`src/rtl/shared_reg_rr_arbiter.sv`:
```
// Round-robin write arbiter in front of one shared DWIDTH-bit register.
// At most one requester loads the register per clock; grants are registered one-hot acks.
module shared_reg_rr_arbiter #(
    parameter int unsigned             NREQ   = 4,
    parameter int unsigned             DWIDTH = 8,
    parameter logic [DWIDTH-1:0]       RSTVAL = '0,
    localparam int unsigned            IW     = $clog2(NREQ)
) (
    input  logic                       i_clk,
    input  logic                       i_rst,
    input  logic                       i_clr,
    input  logic [NREQ-1:0]            i_req,
    input  logic [NREQ*DWIDTH-1:0]     i_wdata,
    output logic [NREQ-1:0]            o_gnt,
    output logic [DWIDTH-1:0]          o_q,
    output logic [IW-1:0]              o_owner,
    output logic                       o_valid,
    output logic                       o_upd
);

    logic [NREQ-1:0]   gnt_q,   gnt_d;
    logic [DWIDTH-1:0] q_q,     q_d;
    logic [IW-1:0]     owner_q, owner_d;
    logic              valid_q, valid_d;
    logic              upd_q,   upd_d;
    logic [IW-1:0]     ptr_q,   ptr_d;

    logic [NREQ-1:0]   eff;
    logic              win_found;
    logic [IW-1:0]     win_idx;
    logic [IW-1:0]     cand;

    // Last cycle's winner sits out one cycle so a late request drop cannot double-write.
    assign eff = i_req & ~gnt_q;

    // Rotating priority search starting at ptr_q, wrapping modulo NREQ.
    always_comb begin
        // NOTE: every variable written here gets a default first, so no path leaves it unassigned and no latch is inferred.
        win_found = 1'b0;
        win_idx   = '0;
        cand      = '0;
        for (int i = 0; i < int'(NREQ); i++) begin
            cand = IW'((int'(ptr_q) + i) % int'(NREQ));
            if (!win_found && eff[cand]) begin
                win_found = 1'b1;
                win_idx   = cand;
            end
        end
    end

    always_comb begin
        gnt_d   = '0;
        upd_d   = 1'b0;
        q_d     = q_q;
        owner_d = owner_q;
        valid_d = valid_q;
        ptr_d   = ptr_q;
        if (i_clr) begin
            q_d     = RSTVAL;
            valid_d = 1'b0;
        end else if (win_found) begin
            gnt_d[win_idx] = 1'b1;
            upd_d          = 1'b1;
            q_d            = i_wdata[int'(win_idx)*DWIDTH +: DWIDTH];
            owner_d        = win_idx;
            valid_d        = 1'b1;
            ptr_d          = (win_idx == IW'(NREQ - 1)) ? '0 : win_idx + 1'b1;
        end
    end

    // NOTE: state registers use non-blocking assignments so every flop samples pre-edge values.
    always_ff @(posedge i_clk) begin
        if (i_rst) begin
            gnt_q   <= '0;
            upd_q   <= 1'b0;
            q_q     <= RSTVAL;
            owner_q <= '0;
            valid_q <= 1'b0;
            ptr_q   <= '0;
        end else begin
            gnt_q   <= gnt_d;
            upd_q   <= upd_d;
            q_q     <= q_d;
            owner_q <= owner_d;
            valid_q <= valid_d;
            ptr_q   <= ptr_d;
        end
    end

    assign o_gnt   = gnt_q;
    assign o_upd   = upd_q;
    assign o_q     = q_q;
    assign o_owner = owner_q;
    assign o_valid = valid_q;

endmodule

```
`config.mk`:
```
export PLATFORM = sky130hd
export DESIGN_NAME = shared_reg_rr_arbiter
export DESIGN_NICKNAME = d
export VERILOG_FILES = /design/src/rtl/shared_reg_rr_arbiter.sv
export SDC_FILE = /design/constraint.sdc
export NUM_CORES = 1
export LEC_CHECK = 0
export BUFFER_PORTS_ARGS = -buffer_cell sky130_fd_sc_hd__buf_2
export CAP_MARGIN = 20
export CORE_MARGIN = 2
export CORE_UTILIZATION = 47
export CTS_CLUSTER_SIZE = 40
export DETAILED_ROUTE_END_ITERATION = 16
export PLACE_DENSITY_LB_ADDON = 0.05
export SYNTH_ARGS = -nofsm -noshare
export SYNTH_HDL_FRONTEND = slang
export SYNTH_SLANG_ARGS = --single-unit
```
`constraint.sdc`:
```
create_clock -name i_clk -period 1.67 [get_ports i_clk]
set_input_delay 0.0835 -clock i_clk [delete_from_list [all_inputs] [get_ports i_clk]]
set_output_delay 0.0835 -clock i_clk [all_outputs]
set_load 0.01 [all_outputs]
```
==> summary.md, run 1 <==
| Metric | Value |
|---|---|
| Outcome | completed |
| Finished Layout Cells | approximately 230 |
| Area contributors post-synth | dfxtp_1 (29%), a211oi_1 (10%), a211oi_2 (8.1%) |
| Unrepaired setup endpoints after global routing | true |
| Max FO, Critical Path | 16 |
| Fin nets | ~240 |
| Count of final setup violators | 0 |
| # DRC | 0 |
| Syn Inst Count | ~140 |
| Clock transition at path regs | between 0.1 and 0.15 ns |
| Number of diodes | 0 |
| Syn_area_per_cell | slightly above 9 sq um |
| CP Launch Type | flop |
| Synthesis Warnings | 0 |
| Area of the die | 0.00307 sq mm |
| Fin Setup TNS | 0 ns |
| Die Wd | 55.4 um |
| Crit path from | o_gnt[3] |
| Clock Latency Late Sink | ~0.30 ns |
| Mapped cell area | between 0.001 and 0.0015 sq mm |
| Final core utilization | 0.642 |
| DR top layer | met3 |
| GRT Total Usage | 0.206 |
| Via count | roughly 1,200 |
| CTS Buf Count | 3 |
| Max Fclk | 0.610 GHz |
| Die Span Y | roughly 55 um |
| Clock skew | 0.00398 ns |
| CTS Buffer Depth | 2 |
| Rows | 18 |
| Worst Tran Pin Value | just over 0.4 ns |
| Arr. time, crit path | about 1.9 ns |
| Inst Count DP | ~220 |
| Vias per inst | roughly 5.4 |
| Seq/Total Area, Yosys | 0.290 |
| Commonest non-fill, non-tap cell in the layout | buf_2 |
| Post-synthesis net count | between 150 and 200 |
| Yosys top cell area share | 0.290 |
| Initial DRC count | 26 |
| Min cycle time layout | 1.64 ns |
| Hold slack final | slightly below 0.09 ns |
| Slew headroom | 0.728 |
| # Post-CTS Setup Buffers | 0 |
| Post-synth top area cell | dfxtp_1 |
| Final period util | 0.981 |
| Num ports | 55 |
| Gr ovfl total | 0 |
| First-pass GRT wire length | approximately 5000 um |
| Routed Antenna Nets | 0 |
| RR Endpoint | o_q[2] |
| Critical path endpoint category | flop |
| DP HPWL | between 2000 and 2500 um |
| Layout area overhead | 29.3% |
| Final wirelength | 3230 um |
| Final GP Congestion | around 0.81 |
| Most frequent cells in the layout | buf_2 (54), dfxtp_1 (17), a211oi_1 (15), inv_1 (11) |
| Setup CP Type | reg -> reg |
| 1st-pass router iterations | 4 |
| Synth Register Bits | 18 |
| Routed length per instance | 14.3 um |
| FF-to-FF setup slack | about 0.032 ns |
| Last element of the critical path | o_q[2] |
| Share of cells above drive strength 1 | 0.505 |
| Slew Viols, Final | 0 |
| Worst r2r src | o_gnt[3] |
| EDFF count, synth | 0 |
| Pin count of the biggest net entering global routing | 19 |
| Worst-case reg-to-reg path depth | 6 |
| Final hold violations | 0 |
| Met1 WL | between 1500 and 2000 um |
| Total of max-cap violations | 0 |
| Vias in the first global route | 1,137 |
| Port buffer count | between 50 and 60 |
| Clock Root Buffer | clkbuf_4 |
| CTS H-Tree Depth | 1 |
| CTS tree | done |
| Antenna violations before repair | 0 |
| Wire length on met3 | ~160 um |
| Routed wl met2 | 1550 um |
| Pwr dens | ~800 mW/mm^2 |
| Sink Count | 18 |
| Commonest register cell after synthesis | dfxtp_1 |
| Unique masters post-synth | 37 |
| Setup WS post-layout | around 0.032 ns |
| Leakage | roughly 0.73 nW |
| Initial core utilization | 0.496 |
| Peak supply drop | 0.507 mV |
| Dpl ws | between 0.08 and 0.09 ns |
| Asr flop ratio synth | 0 |
| HP Class | in -> reg |
| Worst EP required | about 1.9 ns |
| Core area | between 0.002 and 0.0025 sq mm |
state kept, by name, indices dropped and copies added, names as in the netlist:
name and count:
o_owner 2, o_upd 1, o_gnt 4, o_valid 1
ptr_q 2, o_q 8
critical path, stage by stage (launching register included):
cell,delay (ns)
dfxtp_1,0.36
nor2b_4,0.25
o21ai_2,0.11
buf_4,0.20
a211oi_1,0.35
a211oi_2,0.10
o31ai_2,0.21
what timing repair did:
action                                  CTS  global route
gates resized for setup                   0             3
hold endpoints to repair                  4             0
endpoints found under the setup margin    0             8
hold buffers                              1             0
synth_stat cells, types with 2 or more instances:
master	number
dfxtp_1	18
a211oi_1	17
inv_1	11
nand2_1	9
o21ai_0	9
a211oi_2	8
a21oi_1	8
o31ai_2	8
nor2_1	7
and2_1	3
buf_2	3
buf_6	3
nor3_1	3
ha_1	2
nand2b_1	2
nand3_1	2
nor2b_4	2
o21a_1	2
through the flow:
| stage | power [mW] | area (sq um) |
|---|---|---|
| 2_1_floorplan | 0.837 | 1240 |
| 4_1_cts | 1.27 | 1590 |
| 6_report | 1.27 | 1610 |
| 3_5_place_dp | 0.977 | 1550 |
| 3_3_place_gp | 0.968 | 1550 |
| 5_1_grt | 1.34 | 1610 |
layer usage:
| metal | vias to the layer above | GRT usage |
|---|---|---|
| li1 | 617 | - |
| met1 | 569 | 0.270 |
| met2 | 37 | 0.355 |
| met3 | 0 | 0.0351 |
| met4 | 0 | 0.0418 |
| met5 | - | 0 |
area by class of cell:
class	instances	area (sq um)
Timing Repair Buffer	65	355
Multi-Input combinational cell	96	763
Fill cell	214	895
Sequential cell	18	362
Clock buffer	4	36.3
Tap cell	30	37.5
Inverter	13	51.3
worst min-delay path by stage:
stage / start / to / slack [ns] / cells after the start
after global routing: i_wdata[0] / o_q[0] / 0.10 / 3
after CTS: i_clr / o_owner[0] / 0.08 / 3
final: i_clr / o_owner[0] / 0.09 / 3
after global placement: i_rst / o_owner[0] / 0.31 / 2
after detailed placement: i_rst / o_owner[0] / 0.31 / 2
after floorplan: i_rst / o_owner[0] / 0.16 / 1
report_power, final:
group | switching (mW) | internal (mW) | leakage, nW
combinational | 0.279 | 0.207 | 0.559
clock | 0.157 | 0.133 | 0.0210
sequential | 0.0244 | 0.467 | 0.148
total | 0.460 | 0.807 | 0.728
cells by family after synthesis:
| logic type | Yosys count | synth area share |
|---|---|---|
| muxes | 1 | 0.00806 |
| adders and majority gates | 2 | 0.0202 |
| AOI/OAI and AO/OA | 58 | 0.409 |
| buffers and inverters | 22 | 0.103 |
| DFF | 18 | 0.290 |
| and+or+nand+nor | 35 | 0.169 |
(Power assumes the default switching activity.)
==> inputs of run 2 (changes only) <==
--- a/config.mk
+++ b/config.mk
@@ -5,13 +5,16 @@
 export SDC_FILE = /design/constraint.sdc
 export NUM_CORES = 1
 export LEC_CHECK = 0
+export ABC_AREA = 1
 export BUFFER_PORTS_ARGS = -buffer_cell sky130_fd_sc_hd__buf_2
 export CAP_MARGIN = 20
+export CELL_PAD_IN_SITES_DETAIL_PLACEMENT = 2
+export CELL_PAD_IN_SITES_GLOBAL_PLACEMENT = 2
 export CORE_MARGIN = 2
-export CORE_UTILIZATION = 47
+export CORE_UTILIZATION = 26
 export CTS_CLUSTER_SIZE = 40
 export DETAILED_ROUTE_END_ITERATION = 16
-export PLACE_DENSITY_LB_ADDON = 0.05
+export PLACE_DENSITY = 0.89
 export SYNTH_ARGS = -nofsm -noshare
 export SYNTH_HDL_FRONTEND = slang
 export SYNTH_SLANG_ARGS = --single-unit
==> run 2 against run 1 <==
- the run now ends with negative setup slack left
- critical path depth grew 8
- largest cell class unchanged
- global-route usage down 0.72 points
- register-to-register slack got worse by 0.20 ns
- maximum frequency down 11%
- utilization down 21 points
==> summary.md, run 2 <==
| Metric | Value |
|---|---|
| CP Launch Type | flop (unchanged) |
| Complex-gate fraction of the synthesized area | 0.0238 (was 0.409) |
| Worst path slowest cell | dfxtp_2 (was dfxtp_1) |
| Clock Root Buffer | clkbuf_8 (was clkbuf_4) |
| HP Class | in -> reg (unchanged) |
| CTS H-Tree Depth | 1 (unchanged) |
| Post-synth top area cell | dfxtp_1 (unchanged) |
| Final hold violations | 0 (unchanged) |
| Cell area after placement | 0.00207 sq mm (was 0.00155 sq mm) |
| Outcome | complete, but fails checks (was completed) |
| Worst EP required | 1.83 ns (was 1.90 ns) |
| Crit path buf inv count | 6 (was 1) |
| Rows | 28 (was 18) |
| Num ports | 55 (unchanged) |
| 1st-pass router iterations | 4 (unchanged) |
| Most frequent cells in the layout | buf_2 (54), inv_1 (50), nand3_2 (20), nor2_1 (20), nand2_1 (19) (was buf_2 (54), dfxtp_1 (17), a211oi_1 (15), inv_1 (11)) |
| Post-synthesis adder-cell area fraction | 0.0159 (was 0.0202) |
| # DRC | 0 (unchanged) |
| EDFF count, synth | 0 (unchanged) |
| DP HPWL | 4530 um (was 2470 um) |
| Post-synthesis net count | 274 (was 177) |
| Seq/Total Area, Yosys | 0.229 (was 0.290) |
| Min-delay src | i_rst (was i_clr) |
| Flop pwr share | 0.121 (was 0.388) |
| Arr. time, crit path | 2.00 ns (was 1.87 ns) |
| CP cell instances | buf_12, inv_16, nand3_4, nand3_2, nand2_8, inv_2, nor2_2, nand3_2, inv_2, nor2_4, buf_4, ha_4, inv_1, nor2_2 (was nor2b_4, o21ai_2, buf_4, a211oi_1, a211oi_2, o31ai_2) |
| Final GP Congestion | 0.825 (was 0.810) |
| Setup CP Type | reg -> reg (unchanged) |
| CTS Buf Count | 3 (unchanged) |
| Clock network fraction of design power | 0.058 (was 0.229) |
| Syn_area_per_cell | 6.77 sq um (was 9.13 sq um) |
| Clock transition at path regs | 0.07 ns (was 0.12 ns) |
| Syn Inst Count | 233 (was 136) |
| Pwr dens | 2470 mW/mm^2 (was 789 mW/mm^2) |
| Fin nets | 351 (was 238) |
| Clock skew | 0.00526 ns (was 0.00398 ns) |
| Share of cells above drive strength 1 | 0.557 (was 0.505) |
| FF-to-FF setup slack | -0.17 ns (was 0.03 ns) |
| Design area | 0.00252 sq mm (was 0.00161 sq mm) |
| Leakage | 1.39 nW (was 0.728 nW) |
| Worst hold path depth | 2 (was 3) |
| Gr ovfl total | 0 (unchanged) |
| Routed Antenna Nets | 0 (unchanged) |
| Die Wd | 81.9 um (was 55.4 um) |
| Fill cell count | 694 (was 214) |
| Final period util | 1.10 (was 0.981) |
| First-pass GRT wire length | 10,000 um (was 5150 um) |
| Failing checks | negative setup slack |
| Number of diodes | 0 (unchanged) |
| Slew Viols, Final | 0 (unchanged) |
| Post-synthesis simple-gate area fraction | 0.529 (was 0.169) |
| Count of final setup violators | 16 (was 0) |
| Max Fclk | 0.543 GHz (was 0.610 GHz) |
| Synthesis Warnings | 0 (unchanged) |
| Layout area overhead | 60.2% (was 29.3%) |
| Post-Synth XOR/XNOR Area | 0 (unchanged) |
| Core area | 0.00589 sq mm (was 0.00250 sq mm) |
| Yosys top cell area share | 0.229 (was 0.290) |
| Vias per inst | 4.72 (was 5.41) |
| Commonest non-fill, non-tap cell in the layout | buf_2 (unchanged) |
| Logic pwr share | 0.821 (was 0.383) |
| Critical path endpoint category | flop (unchanged) |
| Die Span Y | 81.9 um (was 55.4 um) |
| Worst-case reg-to-reg path depth | 14 (was 6) |
| CTS tree | done (unchanged) |
| Area of the die | 0.00670 sq mm (was 0.00307 sq mm) |
| Post-synth top cells | inv_1 (53), nand2_1 (31), nand3_1 (31), nor2_1 (23), dfxtp_1 (18) (was dfxtp_1 (18), a211oi_1 (17), inv_1 (11), nand2_1 (9), o21ai_0 (9)) |
| Main combinational cell family by area after synthesis | simple AND/OR/NAND/NOR gates (was compound AO/OA/AOI/OAI gates) |
| Antenna violations before repair | 0 (unchanged) |
| Initial core utilization | 0.268 (was 0.496) |
| Max FO, Critical Path | 8 (was 16) |
| Post-synthesis mux area share | 0 (was 0.00806) |
| CP max stage delay | 0.35 ns (was 0.36 ns) |
| Sw power | 3.20 mW (was 460 uW) |
| Most common cell in the netlist | inv_1 (was dfxtp_1) |
| Final wirelength | 6560 um (was 3230 um) |
| Initial DRC count | 22 (was 26) |
| Peak supply drop | 0.709 mV (was 0.507 mV) |
| Clock Latency Late Sink | 0.26 ns (was 0.30 ns) |
| Worst Tran Pin Value | 0.357 ns (was 0.408 ns) |
| GRT Total Usage | 0.199 (was 0.206) |
| Asr flop ratio synth | 0 (unchanged) |
| Min cycle time layout | 1.84 ns (was 1.64 ns) |
| P_int | 3.04 mW (was 807 uW) |
| Worst r2r src | ptr_q[0] (was o_gnt[3]) |
| CTS Buffer Depth | 2 (unchanged) |
| Mapped cell area | 0.00158 sq mm (was 0.00124 sq mm) |
| Top Family by Delay on Critical Path | simple AND/OR/NAND/NOR gates (was compound AO/OA/AOI/OAI gates) |
| Sw Ratio | 0.513 (was 0.363) |
| Hold slack final | 0.0236 ns (was 0.0867 ns) |
| Setup WS post-layout | -0.173 ns (was 0.0315 ns) |
| Unrepaired setup endpoints after global routing | true (unchanged) |
| Pin count of the biggest net entering global routing | 25 (was 19) |
| Hold Path End | ptr_q[0] (was o_owner[0]) |
| Synth Register Bits | 18 (unchanged) |
| Commonest register cell after synthesis | dfxtp_1 (unchanged) |
| Via count | 1,814 (was 1,223) |
| Sink Count | 18 (unchanged) |
| Routed length per instance | 17.1 um (was 14.3 um) |
| Port buffer count | 54 (unchanged) |
| Slew headroom | 0.761 (was 0.728) |
| Area contributors post-synth | dfxtp_1 (23%), inv_1 (13%), nand3_1 (9.8%) (was dfxtp_1 (29%), a211oi_1 (10%), a211oi_2 (8.1%)) |
| Unique masters post-synth | 27 (was 37) |
| Total of max-cap violations | 0 (unchanged) |
| RR Endpoint | o_gnt[1] (was o_q[2]) |
| Vias in the first global route | 1,987 (was 1,137) |
| Max FFs per register | 8 (unchanged) |
==> run 2: power groups by stage <==
| stage | clock [mW] | combinational, mW | sequential, mW |
|---|---|---|---|
| 6_report | 0.365 | 5.12 | 0.752 |
| 5_1_grt | 0.404 | 5.51 | 0.778 |
| 4_1_cts | 0.379 | 4.52 | 0.704 |
| 3_5_place_dp | 0 | 3.78 | 0.703 |
| 3_3_place_gp | 0 | 3.59 | 0.700 |
| 2_1_floorplan | 0 | 2.43 | 0.741 |
==> run 2: worst max path at each step <==
stage,start,endpoint,slack (ns),cells past startpoint
finish,ptr_q[0],o_gnt[1],-0.17,14
global route,ptr_q[0],o_q[3],-0.29,15
CTS,ptr_q[0],o_gnt[1],-0.18,13
detailed placement,ptr_q[0],o_gnt[1],-0.34,12
global placement,ptr_q[0],o_q[2],-0.19,13
floorplan,ptr_q[0],ptr_q[1],0.0003,12
==> run 2: repair_timing <==
action | 4_1_cts | 5_1_grt
gates cloned | 0 | 1
resized for setup | 39 | 34
hold buffers | 0 | 0
endpoints found under the setup margin | 16 | 17
pin swaps | 8 | 14
setup buffers | 7 | 1
==> run 2: logic make-up (layout without fill, tap and decap cells) <==
group,count (synthesis),count (layout)
AO/OA/AOI/OAI,6,6
adder cells (fa/ha/maj),2,2
buffers and inverters,69,145
flip-flops,18,18
AND/OR/NAND/NOR,138,138
==> run 2: metrics by stage <==
step | setup slack [ns] | power (mW) | instances | setup TNS [ns] | utilization
floorplan | 0.000300 | 3.17 | 233 | 0 | -
global placement | -0.188 | 4.29 | 372 | -1.91 | 0.352
detailed placement | -0.338 | 4.48 | 372 | -3.88 | 0.352
CTS | -0.179 | 5.60 | 383 | -1.65 | 0.401
global route | -0.293 | 6.69 | 384 | -3.38 | 0.429
finish | -0.173 | 6.24 | 384 | -1.82 | 0.429
==> run 2: metal layers <==
| metal | share of wire | global-route usage | vias up |
|---|---|---|---|
| met5 | 0 | 0 | - |
| met4 | 0.015 | 0.0450 | 0 |
| met3 | 0.036 | 0.0363 | 11 |
| met2 | 0.58 | 0.383 | 52 |
| met1 | 0.37 | 0.224 | 872 |
| li1 | - | - | 879 |
==> run 2: layout make-up <==
type	instances	area, sq um	share of cell area
Multi-Input combinational cell	146	1170	0.464
Sequential cell	18	365	0.145
Inverter	59	248	0.0981
Tap cell	75	93.8	0.0372
Clock buffer	4	55.1	0.0218
Timing Repair Buffer	82	592	0.234
==> inputs of run 3 (changes only) <==
--- a/config.mk
+++ b/config.mk
@@ -8,13 +8,13 @@
 export ABC_AREA = 1
 export BUFFER_PORTS_ARGS = -buffer_cell sky130_fd_sc_hd__buf_2
 export CAP_MARGIN = 20
-export CELL_PAD_IN_SITES_DETAIL_PLACEMENT = 2
-export CELL_PAD_IN_SITES_GLOBAL_PLACEMENT = 2
+export CELL_PAD_IN_SITES_DETAIL_PLACEMENT = 0
+export CELL_PAD_IN_SITES_GLOBAL_PLACEMENT = 1
 export CORE_MARGIN = 2
-export CORE_UTILIZATION = 26
+export CORE_UTILIZATION = 34
 export CTS_CLUSTER_SIZE = 40
 export DETAILED_ROUTE_END_ITERATION = 16
-export PLACE_DENSITY = 0.89
+export PLACE_DENSITY = 0.88
 export SYNTH_ARGS = -nofsm -noshare
 export SYNTH_HDL_FRONTEND = slang
 export SYNTH_SLANG_ARGS = --single-unit
==> run 3 against run 2 <==
- the run still ends with negative setup slack left
- cell count decreased by 5.2%
- worst hold slack worse by 0.017 ns
- clock skew down 0.0037 ns
- die area is 22% lower
- register-to-register slack gained 0.04 ns
- sequential power shrank 6.0%
- combinational power shrank 16%
- critical path depth unchanged
- critical endpoint is now o_owner[0]
==> summary.md, run 3 (synthesis results as in run 2) <==
| Metric | Value |
|---|---|
| Number of diodes | 0 (unchanged) |
| CP most frequent cell | nand2_4 |
| Clock network fraction of design power | 0.068 (was 0.058) |
| Failing checks | negative setup slack (unchanged) |
| Min cycle time layout | 1.81 ns (was 1.84 ns) |
| Port buffer count | 54 (unchanged) |
| Inst Count DP | 350 (was 372) |
| Setup CP Type | reg -> reg (unchanged) |
| Die Span Y | 72.1 um (was 81.9 um) |
| Via count | 1,718 (was 1,814) |
| Leakage | 1.38 nW (was 1.39 nW) |
| Vias in the first global route | 1,604 (was 1,987) |
| First-pass GRT wire length | 6930 um (was 10,000 um) |
| Initial DRC count | 98 (was 22) |
| Most frequent cells in the layout | buf_2 (54), inv_1 (51), nand2_1 (24), nand3_1 (24), nor2_1 (22) (was buf_2 (54), inv_1 (50), nand3_2 (20), nor2_1 (20), nand2_1 (19)) |
| # DRC | 0 (unchanged) |
| CTS Buf Count | 3 (unchanged) |
| DP HPWL | 3110 um (was 4530 um) |
| Worst Tran Pin Value | 0.186 ns (was 0.357 ns) |
| Gr ovfl total | 0 (unchanged) |
| CP cell instances | buf_12, inv_12, nand3_2, nand3_4, nand2_4, nand2_4, nand2_4, nand2_8, nand3_4, clkbuf_16, buf_4, nor2_2, a21oi_1, nor2_1 (was buf_12, inv_16, nand3_4, nand3_2, nand2_8, inv_2, nor2_2, nand3_2, inv_2, nor2_4, buf_4, ha_4, inv_1, nor2_2) |
| 1st-pass router iterations | 4 (unchanged) |
| Clock Root Buffer | clkbuf_8 (unchanged) |
| Fin nets | 354 (was 351) |
| Setup WS post-layout | -0.137 ns (was -0.173 ns) |
| RR Endpoint | o_owner[0] (was o_gnt[1]) |
| Worst EP required | 1.87 ns (was 1.83 ns) |
| Final GP Congestion | 0.840 (was 0.825) |
| Area of the multi-input gates | 992 sq um (was 0.00117 sq mm) |
| Pin count of the biggest net entering global routing | 18 (was 25) |
| CP Launch Type | flop (unchanged) |
| Finished Layout Cells | 364 (was 384) |
| Final period util | 1.08 (was 1.10) |
| Routed length per instance | 12.0 um (was 17.1 um) |
| Peak supply drop | 0.970 mV (was 0.709 mV) |
| HP Class | in -> reg (unchanged) |
| Rows | 24 (was 28) |
| Worst hold path depth | 2 (unchanged) |
| Sw Ratio | 0.470 (was 0.513) |
| Storage cell area | 363 sq um (was 365 sq um) |
| Max Fclk | 0.553 GHz (was 0.543 GHz) |
| Outcome | complete, but fails checks (unchanged) |
| CP max stage delay | 0.33 ns (was 0.35 ns) |
| Flop pwr share | 0.132 (was 0.121) |
| Slew headroom | 0.875 (was 0.761) |
| Slew Viols, Final | 0 (unchanged) |
| Unrepaired setup endpoints after global routing | true (unchanged) |
| Count of final setup violators | 15 (was 16) |
| Hold Path End | ptr_q[0] (unchanged) |
| Arr. time, crit path | 2.01 ns (was 2.00 ns) |
| Max FO, Critical Path | 8 (unchanged) |
| Clock transition at path regs | 0.07 ns (about the same) |
| Cell area after placement | 0.00204 sq mm (was 0.00207 sq mm) |
| Worst-case reg-to-reg path depth | 14 (unchanged) |
| Sw power | 2.52 mW (was 3.20 mW) |
| Critical path endpoint category | flop (unchanged) |
| Min-delay src | i_rst (unchanged) |
| Max FFs per register | 8 (unchanged) |
| Pwr dens | 2270 mW/mm^2 (was 2470 mW/mm^2) |
| Commonest non-fill, non-tap cell in the layout | buf_2 (unchanged) |
| Area of the die | 0.00520 sq mm (was 0.00670 sq mm) |
| Worst path slowest cell | dfxtp_2 (unchanged) |
| Crit path buf inv count | 4 (was 6) |
| Vias per inst | 4.72 (about the same) |
| Initial core utilization | 0.357 (was 0.268) |
| Fill cell count | 433 (was 694) |
| P_int | 2.85 mW (was 3.04 mW) |
| Top Family by Delay on Critical Path | simple AND/OR/NAND/NOR gates (unchanged) |
| Worst r2r src | ptr_q[0] (unchanged) |
| Fin Setup TNS | -1.19 ns (was -1.82 ns) |
| CTS tree | done (unchanged) |
| Layout area overhead | 49.7% (was 60.2%) |
| Routed Antenna Nets | 0 (unchanged) |
| Total of max-cap violations | 0 (unchanged) |
| CTS Buffer Depth | 2 (unchanged) |
| Clock skew | 0.00159 ns (was 0.00526 ns) |
| CTS H-Tree Depth | 1 (unchanged) |
| GRT Total Usage | 0.161 (was 0.199) |
| Antenna violations before repair | 0 (unchanged) |
| FF-to-FF setup slack | -0.14 ns (was -0.17 ns) |
| Sink Count | 18 (unchanged) |
| Clock Latency Late Sink | 0.26 ns (about the same) |
| Num ports | 55 (unchanged) |
| Logic pwr share | 0.800 (was 0.821) |
| Final hold violations | 0 (unchanged) |
| Core area | 0.00441 sq mm (was 0.00589 sq mm) |
| Design area | 0.00236 sq mm (was 0.00252 sq mm) |
| Share of cells above drive strength 1 | 0.487 (was 0.557) |
| Final wirelength | 4360 um (was 6560 um) |
| Die Wd | 72.1 um (was 81.9 um) |
## run 3: worst max path at each step
stage	from	to	slack, ns	depth (start not counted)
after floorplan	ptr_q[0]	ptr_q[1]	0.0003	12
after global placement	ptr_q[0]	o_q[3]	-0.07	16
after detailed placement	ptr_q[1]	o_q[6]	-0.08	13
after CTS	ptr_q[0]	o_q[7]	-0.06	16
after global routing	ptr_q[0]	o_q[3]	-0.24	15
final	ptr_q[0]	o_owner[0]	-0.14	14
## run 3: repair_timing
action                     CTS  global route
gates cloned                 2             2
hold buffers                 0             0
pin swaps                    1             3
setup endpoints to repair   16            17
setup buffers                0             6
resized for setup            5            25
## run 3: metal layers
metal  GRT usage  part of all wire  up-vias
met2       0.281              0.50       57
met3      0.0250             0.061        2
met1       0.213              0.43      768
met5           0                 0        -
li1            -                 -      891
met4      0.0231            0.0023        0
## run 3: cell type report
type	count	area share
multi-input cells	146	0.420
flip-flops and latches	18	0.154
clock buffers	4	0.0233
inverters	59	0.101
well taps	52	0.0276
repair buffers	85	0.274
## run 3: stage by stage
step	worst slack, ns	power [mW]	util	hold slack, ns
4_1_cts	-0.0611	4.79	0.491	0.00325
3_5_place_dp	-0.0823	4.24	0.461	0.289
2_1_floorplan	0.000300	3.17	-	0.156
6_report	-0.137	5.37	0.535	0.00691
3_3_place_gp	-0.0687	4.20	0.461	0.293
5_1_grt	-0.240	5.84	0.535	0.00948
## run 3: power groups by stage
| stage | Sequential (mW) | Combinational [mW] | Clock, mW |
|---|---|---|---|
| floorplan | 0.741 | 2.43 | 0 |
| global placement | 0.710 | 3.49 | 0 |
| detailed placement | 0.714 | 3.53 | 0 |
| CTS | 0.710 | 3.71 | 0.373 |
| global route | 0.729 | 4.73 | 0.385 |
| finish | 0.707 | 4.30 | 0.364 |
